<file path="src/rtl/prog_pkg.sv">
// Shared types and default sizing for the configuration-chain loader.
package prog_pkg;

    localparam int unsigned DEF_CHAIN_LEN = 64;
    localparam int unsigned DEF_CLK_DIV   = 2;
    localparam int unsigned BYTE_W        = 8;

    typedef enum logic [2:0] {
        IDLE,
        FETCH,
        SHIFT_LO,
        SHIFT_HI,
        FINISH
    } state_t;

endpackage

</file>
<file path="src/rtl/prog_clk_div.sv">
// Phase timer: flags the last clk cycle of each CLK_DIV-long prog_clk phase.
module prog_clk_div
    import prog_pkg::*;
#(
    parameter int unsigned CLK_DIV = DEF_CLK_DIV
) (
    input  logic clk,
    input  logic rst,
    input  logic run,
    output logic phase_end_c
);

    localparam int unsigned CW = (CLK_DIV > 1) ? $clog2(CLK_DIV) : 1;

    logic [CW-1:0] cnt;

    assign phase_end_c = run && (cnt == CW'(CLK_DIV - 1));

    // Restarts from zero at every phase boundary and whenever the loader is not shifting.
    always_ff @(posedge clk or posedge rst) begin
        if (rst) begin
            cnt <= '0;
        end else if (!run || phase_end_c) begin
            cnt <= '0;
        end else begin
            cnt <= cnt + CW'(1);
        end
    end

endmodule

</file>
<file path="src/rtl/prog_loader.sv">
// Serial configuration-chain loader: bytes in, LSB-first bit stream out on prog_in/prog_clk.
// Define PROG_LOADER_READBACK_EN to add rb_data/rb_valid capture of prog_out.
module prog_loader
    import prog_pkg::*;
#(
    parameter int unsigned CHAIN_LEN = DEF_CHAIN_LEN,
    parameter int unsigned CLK_DIV   = DEF_CLK_DIV
) (
    input  logic              clk,
    input  logic              rst,
    input  logic              start,
    input  logic              abort,
    input  logic [BYTE_W-1:0] data_in,
    input  logic              data_valid,
    output logic              data_ready,
    input  logic              prog_out,
    output logic              prog_in,
    output logic              prog_clk,
    output logic              prog_en,
    output logic              busy,
`ifdef PROG_LOADER_READBACK_EN
    output logic [BYTE_W-1:0] rb_data,
    output logic              rb_valid,
`endif
    output logic              done
);

    localparam int unsigned BCW = $clog2(CHAIN_LEN + 1);
    localparam logic [BCW-1:0] LAST_BIT = BCW'(CHAIN_LEN - 1);

    state_t            state, state_d;
    logic [BYTE_W-1:0] shreg, shreg_d;
    logic [BCW-1:0]    bit_cnt, bit_cnt_d;
    logic [2:0]        bit_idx, bit_idx_d;
    logic              phase_end_c;
    logic              shifting_c;
    logic              data_ready_d, prog_in_d, prog_clk_d, prog_en_d, busy_d, done_d;

    assign shifting_c = (state == SHIFT_LO) || (state == SHIFT_HI) || (state == FINISH);

    prog_clk_div #(
        .CLK_DIV (CLK_DIV)
    ) u_clk_div (
        .clk         (clk),
        .rst         (rst),
        .run         (shifting_c),
        .phase_end_c (phase_end_c)
    );

    // Next-state logic; outputs are derived from the next state so they line up with it.
    always_comb begin
        state_d   = state;
        shreg_d   = shreg;
        bit_cnt_d = bit_cnt;
        bit_idx_d = bit_idx;
        done_d    = 1'b0;

        case (state)
            IDLE: begin
                if (start && !abort) begin
                    state_d   = FETCH;
                    bit_cnt_d = '0;
                    bit_idx_d = '0;
                end
            end
            FETCH: begin
                if (data_valid) begin
                    state_d   = SHIFT_LO;
                    shreg_d   = data_in;
                    bit_idx_d = '0;
                end
            end
            SHIFT_LO: begin
                if (phase_end_c) begin
                    state_d = SHIFT_HI;
                end
            end
            SHIFT_HI: begin
                if (phase_end_c) begin
                    bit_cnt_d = bit_cnt + BCW'(1);
                    if (bit_cnt == LAST_BIT) begin
                        state_d = FINISH;
                    end else if (bit_idx == 3'd7) begin
                        state_d = FETCH;
                    end else begin
                        state_d   = SHIFT_LO;
                        shreg_d   = shreg >> 1;
                        bit_idx_d = bit_idx + 3'd1;
                    end
                end
            end
            FINISH: begin
                if (phase_end_c) begin
                    state_d = IDLE;
                    done_d  = 1'b1;
                end
            end
            default: state_d = IDLE;
        endcase

        if (abort && (state != IDLE)) begin
            state_d = IDLE;
            done_d  = 1'b0;
        end

        data_ready_d = (state_d == FETCH);
        busy_d       = (state_d != IDLE);
        prog_en_d    = busy_d;
        prog_clk_d   = (state_d == SHIFT_HI);
        // Data only moves on the low phase; otherwise it holds, and parks at 0 when idle.
        if (state_d == SHIFT_LO) begin
            prog_in_d = shreg_d[0];
        end else if (state_d == IDLE) begin
            prog_in_d = 1'b0;
        end else begin
            prog_in_d = prog_in;
        end
    end

    always_ff @(posedge clk or posedge rst) begin
        if (rst) begin
            state      <= IDLE;
            shreg      <= '0;
            bit_cnt    <= '0;
            bit_idx    <= '0;
            data_ready <= 1'b0;
            prog_in    <= 1'b0;
            prog_clk   <= 1'b0;
            prog_en    <= 1'b0;
            busy       <= 1'b0;
            done       <= 1'b0;
        end else begin
            state      <= state_d;
            shreg      <= shreg_d;
            bit_cnt    <= bit_cnt_d;
            bit_idx    <= bit_idx_d;
            data_ready <= data_ready_d;
            prog_in    <= prog_in_d;
            prog_clk   <= prog_clk_d;
            prog_en    <= prog_en_d;
            busy       <= busy_d;
            done       <= done_d;
        end
    end

`ifdef PROG_LOADER_READBACK_EN
    logic [BYTE_W-1:0] rb_acc;
    logic [BYTE_W-1:0] rb_byte_c;
    logic              rb_sample_c;

    // prog_out is sampled in the cycle whose edge raises prog_clk.
    assign rb_sample_c = (state == SHIFT_LO) && phase_end_c && !abort;
    assign rb_byte_c   = rb_acc | (BYTE_W'(prog_out) << bit_idx);

    always_ff @(posedge clk or posedge rst) begin
        if (rst) begin
            rb_acc   <= '0;
            rb_data  <= '0;
            rb_valid <= 1'b0;
        end else begin
            rb_valid <= 1'b0;
            if (state == IDLE) begin
                rb_acc <= '0;
            end else if (rb_sample_c) begin
                if ((bit_idx == 3'd7) || (bit_cnt == LAST_BIT)) begin
                    rb_data  <= rb_byte_c;
                    rb_valid <= 1'b1;
                    rb_acc   <= '0;
                end else begin
                    rb_acc <= rb_byte_c;
                end
            end
        end
    end
`else
    logic unused_prog_out;
    assign unused_prog_out = prog_out;
`endif

endmodule

</file>
<file path="config.mk">
export PLATFORM = sky130hd
export DESIGN_NAME = prog_loader
export DESIGN_NICKNAME = d
export VERILOG_FILES = /design/src/rtl/prog_pkg.sv /design/src/rtl/prog_clk_div.sv /design/src/rtl/prog_loader.sv
export SDC_FILE = /design/constraint.sdc
export NUM_CORES = 1
export LEC_CHECK = 0
export BUFFER_PORTS_ARGS = -buffer_cell sky130_fd_sc_hd__buf_2
export CAP_MARGIN = 20
export CELL_PAD_IN_SITES_DETAIL_PLACEMENT = 0
export CELL_PAD_IN_SITES_GLOBAL_PLACEMENT = 1
export CORE_MARGIN = 1
export CORE_UTILIZATION = 35
export DETAILED_ROUTE_END_ITERATION = 16
export HOLD_SLACK_MARGIN = 0.03
export PLACE_DENSITY = 0.67
export SLEW_MARGIN = 10
export SYNTH_ARGS = -nofsm -noshare
export SYNTH_HDL_FRONTEND = slang
export SYNTH_SLANG_ARGS = --single-unit
</file>
<file path="constraint.sdc">
create_clock -name clk -period 2.4 [get_ports clk]
set_clock_uncertainty 0.2 [all_clocks]
set_input_delay 0.24 -clock clk [delete_from_list [all_inputs] [get_ports clk]]
set_output_delay 0.24 -clock clk [all_outputs]
set_load 0.02 [all_outputs]
</file>
Yosys cells after proc, flatten, opt, wreduce, memory -nomap -nowiden
Cells that the tools add are included.
{"block": "word_totals", "reg_bits": 27, "inputBits": 14, "out_inout_bits": 6, "elab_cells": 76}
{"block": "op_classes", "add_sub_neg": 3, "n_eq_ne": 14, "muxes": 29, "reduce_logical": 19}
{"operator": "two-way mux 3 bit", "n": 12}
{"operator": "two-way mux 8 bit", "n": 4}
{"operator": "one-hot mux 8 bit (2 select lines)", "n": 1}
{"operator": "one-hot mux 3 bit (5 select lines)", "n": 1}
{"operator": "two-way mux 7 bit", "n": 2}
{"operator": "one-hot mux 7 bit (2 select lines)", "n": 1}
{"operator": "equality test 3 x 2 -> 1 bit (second input constant)", "n": 4}
{"operator": "one-hot mux 3 bit (3 select lines)", "n": 1}
{"operator": "nonzero test 3 bit", "n": 3}
{"operator": "inequality test 2 bit (second input constant)", "n": 4}
{"operator": "adder 7 x 1 -> 7 bit (second input constant)", "n": 1}
{"operator": "equality test 7 x 6 -> 1 bit (second input constant)", "n": 1}
{"operator": "equality test 3 x 1 -> 1 bit (second input constant)", "n": 2}
{"operator": "equality test 3 bit (second input constant)", "n": 2}
{"operator": "logical NOT 3 bit", "n": 2}
{"operator": "two-way mux 1 bit", "n": 6}
{"operator": "AND reduction 6 bit", "n": 1}
{"operator": "nonzero test 2 bit", "n": 3}
{"operator": "AND reduction 5 bit", "n": 1}
{"operator": "adder 3 x 1 -> 3 bit (second input constant)", "n": 1}
{"operator": "logical AND 1 bit", "n": 3}
{"operator": "logical OR 1 bit", "n": 3}
{"operator": "AND reduction 3 bit", "n": 1}
{"operator": "logical NOT 1 bit", "n": 2}
{"operator": "other kinds (3)", "n": 3}

Longest topological paths before layout
{"block": "logic_depth", "word_depth": 10, "depth_mapped": 7, "depth_no_buf": 7}

Hierarchy
Synthesis repeated with hierarchy kept, for this count alone.
{"block": "unflattened", "cells_unflattened": 131, "area_unflattened_um2": 1440.1}
{"mod": "prog_loader", "n_inst": 1, "cells_per_inst": 127, "area_each_um2": 1395.1, "seq_area_each_um2": 650.6}
{"mod": "prog_clk_div", "n_inst": 1, "cells_per_inst": 4, "area_each_um2": 45.0, "seq_area_each_um2": 25.0}

Worst setup path after synthesis
Ideal clock, no wire load.
{"block": "synth_path", "path_kind": "register to register", "start": "register state[1]", "end": "register prog_in", "setup_ns": 0.122, "arrival_time_ns": 1.852, "t_required_ns": 2.078, "path_slack_ns": 0.227, "path_stages_with_launch": 7, "path_buffers": 1, "synth_period_minus_slack_ns": 2.173, "path_cell_list": "dfrtp_1 buf_6 or4b_4 o21ai_4 a21oi_2 a311o_1 a32o_1"}
{"block": "synth_between", "word_cells_on_any_way": 23, "classes_between": "eq/ne: 5; mux: 10; reduce/logical: 8"}
{"item": "from (decl)", "line": "prog_loader.sv:31", "source": "state_t state, state_d;"}
{"item": "from (signal assigned)", "line": "prog_loader.sv:133", "source": "state <= state_d;"}
{"item": "equality test 3 x 2 -> 1 bit, on equally long branches", "line": "prog_loader.sv:39, prog_loader.sv:58"}
{"item": "logical OR 1 bit (2 in series)", "line": "prog_loader.sv:39", "source": "assign shifting_c = (state == SHIFT_LO) || (state == SHIFT_HI) || (state == FINISH);"}
{"item": "logical AND 1 bit", "line": "prog_clk_div.sv:17", "source": "assign phase_end_c = run && (cnt == CW'(CLK_DIV - 1));"}
{"item": "two-way mux 8 bit", "line": "prog_loader.sv:79", "source": "if (phase_end_c) begin"}
{"item": "one-hot mux 8 bit (2 select lines) (*)", "line": "prog_loader.sv:58", "source": "case (state)"}
{"item": "via shreg_d[0]", "line": "prog_loader.sv:32", "source": "logic [BYTE_W-1:0] shreg, shreg_d;"}
{"item": "two-way mux 1 bit (*)", "line": "prog_loader.sv:111", "source": "if (state_d == SHIFT_LO) begin"}
{"item": "to (signal assigned)", "line": "prog_loader.sv:138", "source": "prog_in <= prog_in_d;"}
{"item": "to (decl)", "line": "prog_loader.sv:17", "source": "output logic prog_in,"}
The timed path passes the listed nets; every way through them passes the cells marked *. The select of a mux whose other input is x is not followed.
A chain may end at the register's enable or synchronous reset.

Worst setup path after layout
{"block": "layout_path", "start": "register bit_cnt[0]", "end": "register prog_in"}
{"block": "layout_between", "word_cells_on_any_way": 12, "classes_between": "eq/ne: 2; mux: 8; reduce/logical: 2"}
{"item": "from (decl)", "line": "prog_loader.sv:33", "source": "logic [BCW-1:0] bit_cnt, bit_cnt_d;"}
{"item": "from (signal assigned)", "line": "prog_loader.sv:135", "source": "bit_cnt <= bit_cnt_d;"}
{"item": "equality test 7 x 6 -> 1 bit", "line": "prog_loader.sv:81", "source": "if (bit_cnt == LAST_BIT) begin"}
{"item": "two-way mux 8 bit", "line": "prog_loader.sv:81"}
{"item": "two-way mux 8 bit", "line": "prog_loader.sv:79"}
{"item": "one-hot mux 8 bit (2 select lines)", "line": "prog_loader.sv:58"}
{"item": "via shreg_d[0]", "line": "prog_loader.sv:32"}
{"item": "two-way mux 1 bit", "line": "prog_loader.sv:111"}
The timed path passes the listed nets, and every way through them passes these cells. The select of a mux whose other input is x is not followed.

==> results.ini <==
[global_route]
grt_overflow = 0
grt_pass1_wl_um = 5090
grt_start_max_net_pins = 28
track_usage_pct = 15.7
busiest_layer = met2
grt_use_met2_pct = 25.9
gr-usage-met1_pct = 20.6
grt_pass1_vias = 1075
grt_antenna_before_repair = 0
grtUsageMet3_pct = 3.62

[sta]
slew_headroom_pct = 69.8
hold_violations = 0
fmax_ghz = 0.443
min_period_over_period_pct = 94.0
finalSetupTns_ns = 0
tightest_slew_ns = 0.452
finalSetupViolations = 0
min_period_ns = 2.26
drv_slew = 0
setup_slack_ns = 0.145
rsz0062_at_grt = no

[placement]
globalplace.congestion = 0.722
port_buffers = 18
dpl_cell_area_mm2 = 0.00162
pre_cts_ws_ns = 0.0805
hpwl_um = 2250

[clocking]
htree_levels = 1
cts_setup_buffers = 0
cts_made_buffers = 3
cts_buffer_depth = 2
clock_latency_ns = 0.27
cts_root_buf = clkbuf_8
cts_tree = done
path_clk_slew_ns = 0.09
cts_sinks = 27

[pwr]
p_leak_nw = 0.822
p_int_mw = 1.01
switching_share_pct = 37.5
switchingPower_mw = 0.603
irDropWorstVdd_uv = 315
power-per-cell-area_mw_per_mm2 = 950
comb_power_share_pct = 42.5
clockPowerShare_pct = 16.0
seq_power_share_pct = 41.5

[detailed_routing]
drtAntennaViolNets = 0
routedWlPerCell_um = 14.5
first_pass_iters = 4
route.detailed.drc = 0
vias_per_cell = 5.32
drtIter0Drc = 75
wirelength_um = 3050
vias = 1117

[logic_synthesis]
synth-edff-count = 0
synth_nets = 152
ys_ff_latch = 27
syn_area_per_cell_um2 = 10.7
yosysSeqAreaShare_pct = 47.3
syn_area_mm2 = 0.00143
syn_inst = 134
ys.flop_type = dfrtp_1
synthArstFlopShare_pct = 100
synth_warnings = 0
ys_types = 46

[finish]
drive_above_1_share_pct = 25.9
final_cell_mix = dfrtp_1, buf_2, nor2_1
fill_cells = 369
multi_input_area_um2 = 708
final_core_util_pct = 44.6
final_area_mm2 = 0.00169
regArea_um2 = 676
nets = 181
layout_commonest_cell = dfrtp_1
diodes = 0
area_delta_synth_final_pct = 18.6

[floorplanning]
start_util_pct = 37.6
core-area_mm2 = 0.00380
pin_count = 20
die_y_um = 65.9
rows = 22
dieArea_mm2 = 0.00434
die_w_um = 65.9

[flow_run]
maxCapViolations = 0

[worst_hold_path]
min_path_type = primary input to flip-flop
whs_path_depth = 3

[critical_path]
worstPathRequired_ns = 2.37
slowest_stage = dfrtp_1
end_kind = flip-flop
path_cells = ha_1, nand4b_1, o22a_1, and2_1, a311o_1, a32o_1
crit_path_start_kind = flip-flop
critPathMaxStageDelay_ns = 0.42
worst-r2r-cell-count = 6
critPathKind = flip-flop to flip-flop
arrival_ns = 2.22
worst-path-max-fanout = 5

[run_status]
status = complete, no violations

metrics by stage:
step / hold slack [ns] / std cells / total power, mW
floorplan: 0.0927 / 134 / 1.17
global placement: 0.119 / 204 / 1.33
detailed placement: 0.123 / 204 / 1.36
CTS: 0.104 / 211 / 1.63
global route: 0.116 / 210 / 1.73
finish: 0.117 / 210 / 1.61
flip-flops by register name, indices dropped and copies added, names as in the netlist:
name and cells:
done 1, u_clk_div.cnt 1, prog_in 1, busy 1, data_ready 1, prog_clk 1
bit_cnt 7, bit_idx 3, shreg 8, state 3
path summary, 6_finish.rpt:
kind,startpoint,endpoint,slack (ns)
max,bit_cnt[0]$_DFFE_PP0P_,prog_in$_DFFE_PP0P_,0.14
min,data_in[4],shreg[4]$_DFFE_PP0P_,0.12
max reg2reg,bit_cnt[0]$_DFFE_PP0P_,prog_in$_DFFE_PP0P_,0.14
min reg2reg,bit_idx[1]$_DFFE_PP0P_,bit_idx[1]$_DFFE_PP0P_,0.30
max in group asynchronous,rst,busy$_DFF_PP0_,1.38
min in group asynchronous,rst,shreg[7]$_DFFE_PP0P_,0.36
synthesized netlist by cell type (4+ instances only):
library cell,instances,area (um2)
a21oi_1,5,25.0
a22o_1,6,52.6
mux2_2,7,78.8
o21ai_0,5,25.0
nor2_1,12,45.0
nand3_1,5,25.0
dfrtp_1,27,676
inv_1,4,15.0
nand4_1,4,25.0
ha_1,4,50.1
nand2_1,4,15.0
kinds of logic after synthesis:
family,synth area share (%)
AOI/OAI and AO/OA,18.3
adders and majority gates,3.50
DFF,47.3
muxes,7.01
buffers and inverters,3.50
and+or+nand+nor,18.6
xor gates and xnor gates,1.84
power by group through the flow:
stage | clock network [mW] | logic (mW) | registers [mW]
after global placement | 0 | 0.661 | 0.670
after floorplan | 0 | 0.479 | 0.689
after global routing | 0.286 | 0.762 | 0.685
after detailed placement | 0 | 0.684 | 0.675
after CTS | 0.273 | 0.688 | 0.667
final | 0.258 | 0.684 | 0.668
repair_timing:
item                                    in CTS  in global routing
endpoints found under the setup margin       0                  7
hold buffers                                 3                  0
hold endpoints to repair                    30                  0
resized for setup                            0                  2
layout make-up:
class                   count  share of cell area, %
clock buffers               3                   2.44
clock inverters             1                  0.295
inverters                   5                   1.11
multi-input cells          97                   41.8
flip-flops and latches     27                   39.9
well taps                  48                   3.55
repair buffers             29                   10.9
routing by layer:
layer  vias to the layer above  wire [um]
met1                       553       1430
li1                        549          -
met2                        13       1530
met3                         2         70
met5                         -          0
met4                         0         17
worst max-delay path: cells and delay by family (launching register included):
kind	cells	cell delay, ns
compound gates	3	0.89
simple gates	2	0.35
fa+ha+maj	1	0.29
flops	1	0.42
No activity file was read; power rests on OpenSTA's default activity.
